===== config.mk =====
export PLATFORM = sky130hd
export DESIGN_NAME = mux_rr_arbiter
export DESIGN_NICKNAME = d
export VERILOG_FILES = /design/src/rtl/mux_rr_arb_pkg.sv /design/src/rtl/mux_rr_arbiter_rr_pick.sv /design/src/rtl/mux_rr_arbiter.sv
export SDC_FILE = /design/constraint.sdc
export NUM_CORES = 1
export LEC_CHECK = 0
export CORE_UTILIZATION = 48
export DETAILED_ROUTE_END_ITERATION = 6
export GPL_TIMING_DRIVEN = 0
export HOLD_SLACK_MARGIN = 0.05
export PLACE_DENSITY = 0.79
export SETUP_SLACK_MARGIN = 0.05
export SYNTH_ARGS = -nofsm -noshare
export SYNTH_HDL_FRONTEND = slang
export SYNTH_SLANG_ARGS = --single-unit

===== constraint.sdc =====
create_clock -name clk -period 7.4 [get_ports clk]
set_input_delay 1.11 -clock clk [delete_from_list [all_inputs] [get_ports clk]]
set_output_delay 1.11 -clock clk [all_outputs]
set_load 0.05 [all_outputs]

===== src/rtl/mux_rr_arb_pkg.sv =====
`default_nettype none
// ============================================================================
// Module : mux_rr_arb_pkg
// Brief  : Shared types and constants for the 4:1 mux round-robin arbiter.
//          Holds the FSM state enum, requester count, select width and a
//          one-hot to index conversion helper.
// Rev    : 1.0  initial release
// ============================================================================
package mux_rr_arb_pkg;

  localparam int NREQ  = 4;
  localparam int SEL_W = 2;

  typedef enum logic [0:0] {
    IDLE  = 1'b0,
    GRANT = 1'b1
  } state_t;

  // OR-combines the indices of set bits; exact for a one-hot input and
  // free of any priority chain.
  function automatic logic [SEL_W-1:0] onehot_to_idx(input logic [NREQ-1:0] oh);
    logic [SEL_W-1:0] idx;
    idx = '0;
    for (int k = 0; k < NREQ; k++) begin
      if (oh[k]) idx = idx | SEL_W'(k);
    end
    return idx;
  endfunction

endpackage
`default_nettype wire


===== src/rtl/mux_rr_arbiter_rr_pick.sv =====
`default_nettype none
// ============================================================================
// Module : rr_pick
// Brief  : Combinational rotate-priority search. Scans mask starting at
//          index 'start', wrapping modulo NREQ; the first set bit wins.
// Ports  : mask  [3:0] in  - candidate requesters
//          start [1:0] in  - first index to examine
//          found       out - any bit of mask set
//          idx   [1:0] out - winning index (valid when found)
// Rev    : 1.0  initial release
// ============================================================================
module rr_pick
  import mux_rr_arb_pkg::*;
(
  input  logic [NREQ-1:0]  mask,
  input  logic [SEL_W-1:0] start,
  output logic             found,
  output logic [SEL_W-1:0] idx
);

  logic [SEL_W-1:0] pos;

  // Walk offsets from farthest to nearest so the nearest hit is written last.
  always_comb begin
    found = 1'b0;
    idx   = start;
    pos   = '0;
    for (int k = NREQ - 1; k >= 0; k--) begin
      pos = start + SEL_W'(k);
      if (mask[pos]) begin
        found = 1'b1;
        idx   = pos;
      end
    end
  end

endmodule
`default_nettype wire


===== src/rtl/mux_rr_arbiter.sv =====
`default_nettype none
// ============================================================================
// Module : mux_rr_arbiter
// Brief  : Round-robin arbiter / sequencer for the shared 4:1 1-bit mux.
//          Grants one requester at a time for at most SLICE cycles, drives
//          the mux select and registers the selected data bit onto y.
// Config : MUX_RR_ARB_LOCK_EN - adds 'lock' input; a locked owner that is
//          still requesting keeps the grant past its slice.
// Ports  : clk          in  - clock, rising edge
//          reset_n      in  - asynchronous active-low reset
//          req   [3:0]  in  - request per requester
//          d     [3:0]  in  - mux data inputs i0..i3
//          lock         in  - (MUX_RR_ARB_LOCK_EN only) hold grant
//          gnt   [3:0]  out - registered one-hot grant, 0 when idle
//          sel   [1:0]  out - registered mux select (holds when idle)
//          valid        out - registered OR of gnt
//          y            out - registered d[sel] while valid, else 0
// Rev    : 1.0  initial release
// ============================================================================
module mux_rr_arbiter
  import mux_rr_arb_pkg::*;
#(
  parameter int SLICE = 4
) (
  input  logic             clk,
  input  logic             reset_n,
  input  logic [NREQ-1:0]  req,
  input  logic [NREQ-1:0]  d,
`ifdef MUX_RR_ARB_LOCK_EN
  input  logic             lock,
`endif
  output logic [NREQ-1:0]  gnt,
  output logic [SEL_W-1:0] sel,
  output logic             valid,
  output logic             y
);

  localparam int                CNT_W   = (SLICE > 1) ? $clog2(SLICE) : 1;
  localparam logic [CNT_W-1:0]  CNT_MAX = CNT_W'(SLICE - 1);

  state_t           state, state_nx;
  logic [SEL_W-1:0] owner, owner_nx;
  logic [CNT_W-1:0] cnt, cnt_nx;

  logic [NREQ-1:0]  gnt_nx;
  logic [SEL_W-1:0] sel_nx;
  logic             valid_nx;
  logic             y_nx;

  logic             owner_req;
  logic             at_max;
  logic             hold;
  logic             release_vol;
  logic [NREQ-1:0]  pick_mask;
  logic [SEL_W-1:0] pick_start;
  logic             pick_found;
  logic [SEL_W-1:0] pick_idx;

  assign owner_req   = req[owner];
  assign at_max      = (cnt == CNT_MAX);
  assign release_vol = (state == GRANT) && !owner_req;

`ifdef MUX_RR_ARB_LOCK_EN
  assign hold = lock && owner_req;
`else
  assign hold = 1'b0;
`endif

  // A voluntarily releasing owner is excluded from its own handover pick;
  // on slice expiry it stays in the mask and, scanning from owner+1, it can
  // only win when nobody else is requesting.
  assign pick_mask  = release_vol ? (req & ~(NREQ'(1) << owner)) : req;
  assign pick_start = owner + SEL_W'(1);

  rr_pick u_pick (
    .mask  (pick_mask),
    .start (pick_start),
    .found (pick_found),
    .idx   (pick_idx)
  );

  always_comb begin
    state_nx = state;
    owner_nx = owner;
    cnt_nx   = cnt;
    case (state)
      IDLE: begin
        if (pick_found) begin
          state_nx = GRANT;
          owner_nx = pick_idx;
          cnt_nx   = '0;
        end
      end
      GRANT: begin
        if (!owner_req) begin
          cnt_nx = '0;
          if (pick_found) begin
            owner_nx = pick_idx;
          end else begin
            state_nx = IDLE;
          end
        end else if (at_max && !hold) begin
          owner_nx = pick_idx;
          cnt_nx   = '0;
        end else if (!at_max) begin
          cnt_nx = cnt + CNT_W'(1);
        end
      end
      default: begin
        state_nx = IDLE;
        cnt_nx   = '0;
      end
    endcase
  end

  // Outputs are registered copies of the next-state decision so the grant
  // lands one cycle after req is sampled with no handover bubble.
  always_comb begin
    valid_nx = (state_nx == GRANT);
    gnt_nx   = valid_nx ? (NREQ'(1) << owner_nx) : '0;
    sel_nx   = valid_nx ? onehot_to_idx(gnt_nx) : sel;
    y_nx     = valid_nx ? d[sel_nx] : 1'b0;
  end

  always_ff @(posedge clk or negedge reset_n) begin
    if (!reset_n) begin
      state <= IDLE;
      owner <= SEL_W'(NREQ - 1);
      cnt   <= '0;
      gnt   <= '0;
      sel   <= '0;
      valid <= 1'b0;
      y     <= 1'b0;
    end else begin
      state <= state_nx;
      owner <= owner_nx;
      cnt   <= cnt_nx;
      gnt   <= gnt_nx;
      sel   <= sel_nx;
      valid <= valid_nx;
      y     <= y_nx;
    end
  end

endmodule
`default_nettype wire


==> reports/summary.txt <==
vias in the first global route - 708
hold buffers post-CTS - 0
# setup viols final - 0
Finished Core Util - 68.3%
number of buffers created by CTS - 3
area grow syn2layout - 26.7%
Worst Setup End Kind - register
largest fanout on the critical path - 7
GR Util met2 - 36.2%
antenna violations before repair - 0
final hold violation count - 0
TritonCTS clock tree - yes
Yosys reg bits - 12
die width - 44.1 µm
dpl ws - 3640 ps
H-tree levels - 1
Worst Path Arrival - 3710 ps
worst setup path startpoint - req[0]
Fmax - 282 MHz
r2r worst-path depth - 8
GRT Total Usage - 22.5%
Max Clock Skew - 4.73 ps
Synth Net Count - 100
DRT antenna net count - 0
diode count - 0
worst-case clock buffer depth - 2
Worst VDD drop - 0.313 mV
Mapped Area - 850 µm²
Worst Setup EP - y$_DFF_PN0_
Final #Nets - 122
Reg2Reg Launch Point - owner[0]$_DFF_PN1_
status - finished, final reports clean
met3 Use GR - 7.35%
layout cells sized above 1 - 17.0%
startpoint types - input port
number of iterations in the first detailed-routing pass - 6
Unique masters post-synth - 33
Setup Buffers After CTS - 0
drc violations - 0
CTS root buf - clkbuf_4
top cells by area, synth - dfrtp_1, ha_1, dfstp_2
syn_area_per_cell - 9.99 µm²
sequential area share after synthesis - 35.6%
flop2flop setup slack - 4450 ps
setup tns final - 0 ps
worst-skew pair later-pin latency - 290 ps
reg-to-reg endpoint - y$_DFF_PN0_
clk sink count - 12
share of the synthesized area in the top cell type - 29.5%
Final Max Slew Viols - 0
row cnt - 14
GPL Wtd Cong - 0.844
Crit path required time - 7570 ps
slew margin rel. - 52.0%
largest net degree at the start of global routing - 13
Setup CP Type - input port to register
vias per inst - 6.31
final wirelength - 1.90 mm
Worst-Margin Slew - 712 ps
total chip power - 0.519 mW
largest area contributor in the netlist - dfrtp_1
vias - 770
total core area - 0.00158 mm²
met1 Usage GRT - 27.1%
Final min period - 3540 ps
Power Density - 482 mW/mm²
Starting Density - 53.9%
worst hold slack - 504 ps
die span in y - 44.1 µm
Tcrit/Tclk final - 47.8%
Mapped Cells - 85
Worst Hold Class - register to register
Final WS setup - 3860 ps
1st-iter DRT viols - 28
post-CTS sizing - 0
post-DP HPWL - 1.44 mm
RSZ-0062 raised after global routing - false
Max Cap Viol - 0
GR Overflow Total - 0
Die Footprint - 0.00194 mm²
YS warnings - 0
io pins - 18
first-pass GRT wire length - 3.11 mm
Reg clk slew, reported paths - 70 ps
drt wl/cell - 15.6 µm
I/O Buffers - 17
global routing's busiest layer - met2
Pleak - 0.475 nW
==> cell usage in the layout, fill, tap and decap left out, types with 2 or more instances in the layout <==
cell type,instances
a221oi_1,2
clkbuf_4,3
inv_1,7
o221ai_1,3
nand3_1,5
o22ai_1,3
o221a_2,3
dfrtp_1,10
a21oi_1,5
clkdlybuf4s50_1,17
and3_1,2
ha_1,5
buf_6,2
nor2_1,5
nand3b_1,4
nand2_1,5
dfstp_2,2
nand2b_1,2
mux2_4,2
o21ai_0,3
==> area by class of cell <==
type	count	area, µm²
Buffer	4	35.0
Inverter	7	26.3
Tap cell	16	20.0
Clock buffer	4	36.3
Sequential cell	12	303
Multi-Input combinational cell	62	485
Timing Repair Buffer	17	170
Fill cell	130	500
==> through the flow <==
stage / cell area [µm²] / std cells
2_1_floorplan: 850 / 85
3_3_place_gp: 1040 / 118
3_5_place_dp: 1040 / 118
4_1_cts: 1080 / 122
5_1_grt: 1080 / 122
6_report: 1080 / 122
==> report_power, final <==
group,switching [mW],internal [mW]
logic,0.210,0.142
clock network,0.0225,0.0301
registers,0.0149,0.0994
total,0.247,0.272
==> flip-flops by register name, indices dropped and copies added, names as in the netlist <==
signal,flops
state,1
sel,2
owner,2
gnt,4
y,1
cnt,2
==> synthesized netlist by cell type <==
| master | number |
|---|---|
| inv_1 | 7 |
| and3b_1 | 1 |
| buf_2 | 1 |
| dfstp_2 | 2 |
| dfrtp_1 | 10 |
| nand3b_1 | 4 |
| or4_4 | 1 |
| nor2_1 | 5 |
| a21oi_1 | 5 |
| o21ai_0 | 3 |
| and3_1 | 2 |
| ha_1 | 5 |
| o221ai_1 | 3 |
| buf_4 | 1 |
| o21ba_1 | 1 |
| o21ai_2 | 1 |
| a2bb2oi_1 | 1 |
| nand2_1 | 5 |
| mux2_4 | 2 |
| a22o_2 | 1 |
| o22ai_1 | 3 |
| a221o_1 | 1 |
| nand2b_1 | 2 |
| a221oi_1 | 2 |
| o221a_1 | 1 |
| o311a_1 | 1 |
| buf_6 | 2 |
| nand4_1 | 1 |
| o211ai_1 | 1 |
| nand3_1 | 5 |
| mux2i_1 | 1 |
| o221a_2 | 3 |
| mux4_1 | 1 |
==> layer usage <==
layer | wire (µm) | part of all wire [%]
met5 | 0 | 0
met4 | 42 | 2.2
met3 | 109 | 5.7
met2 | 927 | 49
met1 | 821 | 43
==> worst max-delay path, cell delays in order <==
cell,delay (ps)
clkdlybuf4s50_1,460
mux2_4,330
o221ai_1,330
a221oi_1,130
o21ai_0,600
o211ai_1,210
a221o_1,390
o311a_1,130
==> worst min-delay path by stage <==
stage	from	end	slack (ps)	depth (start not counted)
after floorplan	cnt[0]$_DFFE_PN0P_	cnt[0]$_DFFE_PN0P_	470	1
after global placement	cnt[0]$_DFFE_PN0P_	cnt[0]$_DFFE_PN0P_	500	1
after detailed placement	cnt[0]$_DFFE_PN0P_	cnt[0]$_DFFE_PN0P_	510	1
after CTS	cnt[0]$_DFFE_PN0P_	cnt[0]$_DFFE_PN0P_	520	1
after global routing	cnt[0]$_DFFE_PN0P_	cnt[0]$_DFFE_PN0P_	540	1
final	cnt[0]$_DFFE_PN0P_	cnt[0]$_DFFE_PN0P_	500	1
==> logic make-up after synthesis <==
kind of cell | after synthesis | synth area share (%)
AOI/OAI and AO/OA | 27 | 25.0
adders and majority gates | 5 | 7.36
buffers and inverters | 11 | 7.22
DFF | 12 | 35.6
muxes | 4 | 7.81
and+or+nand+nor | 26 | 16.9
(Power assumes the default switching activity.)
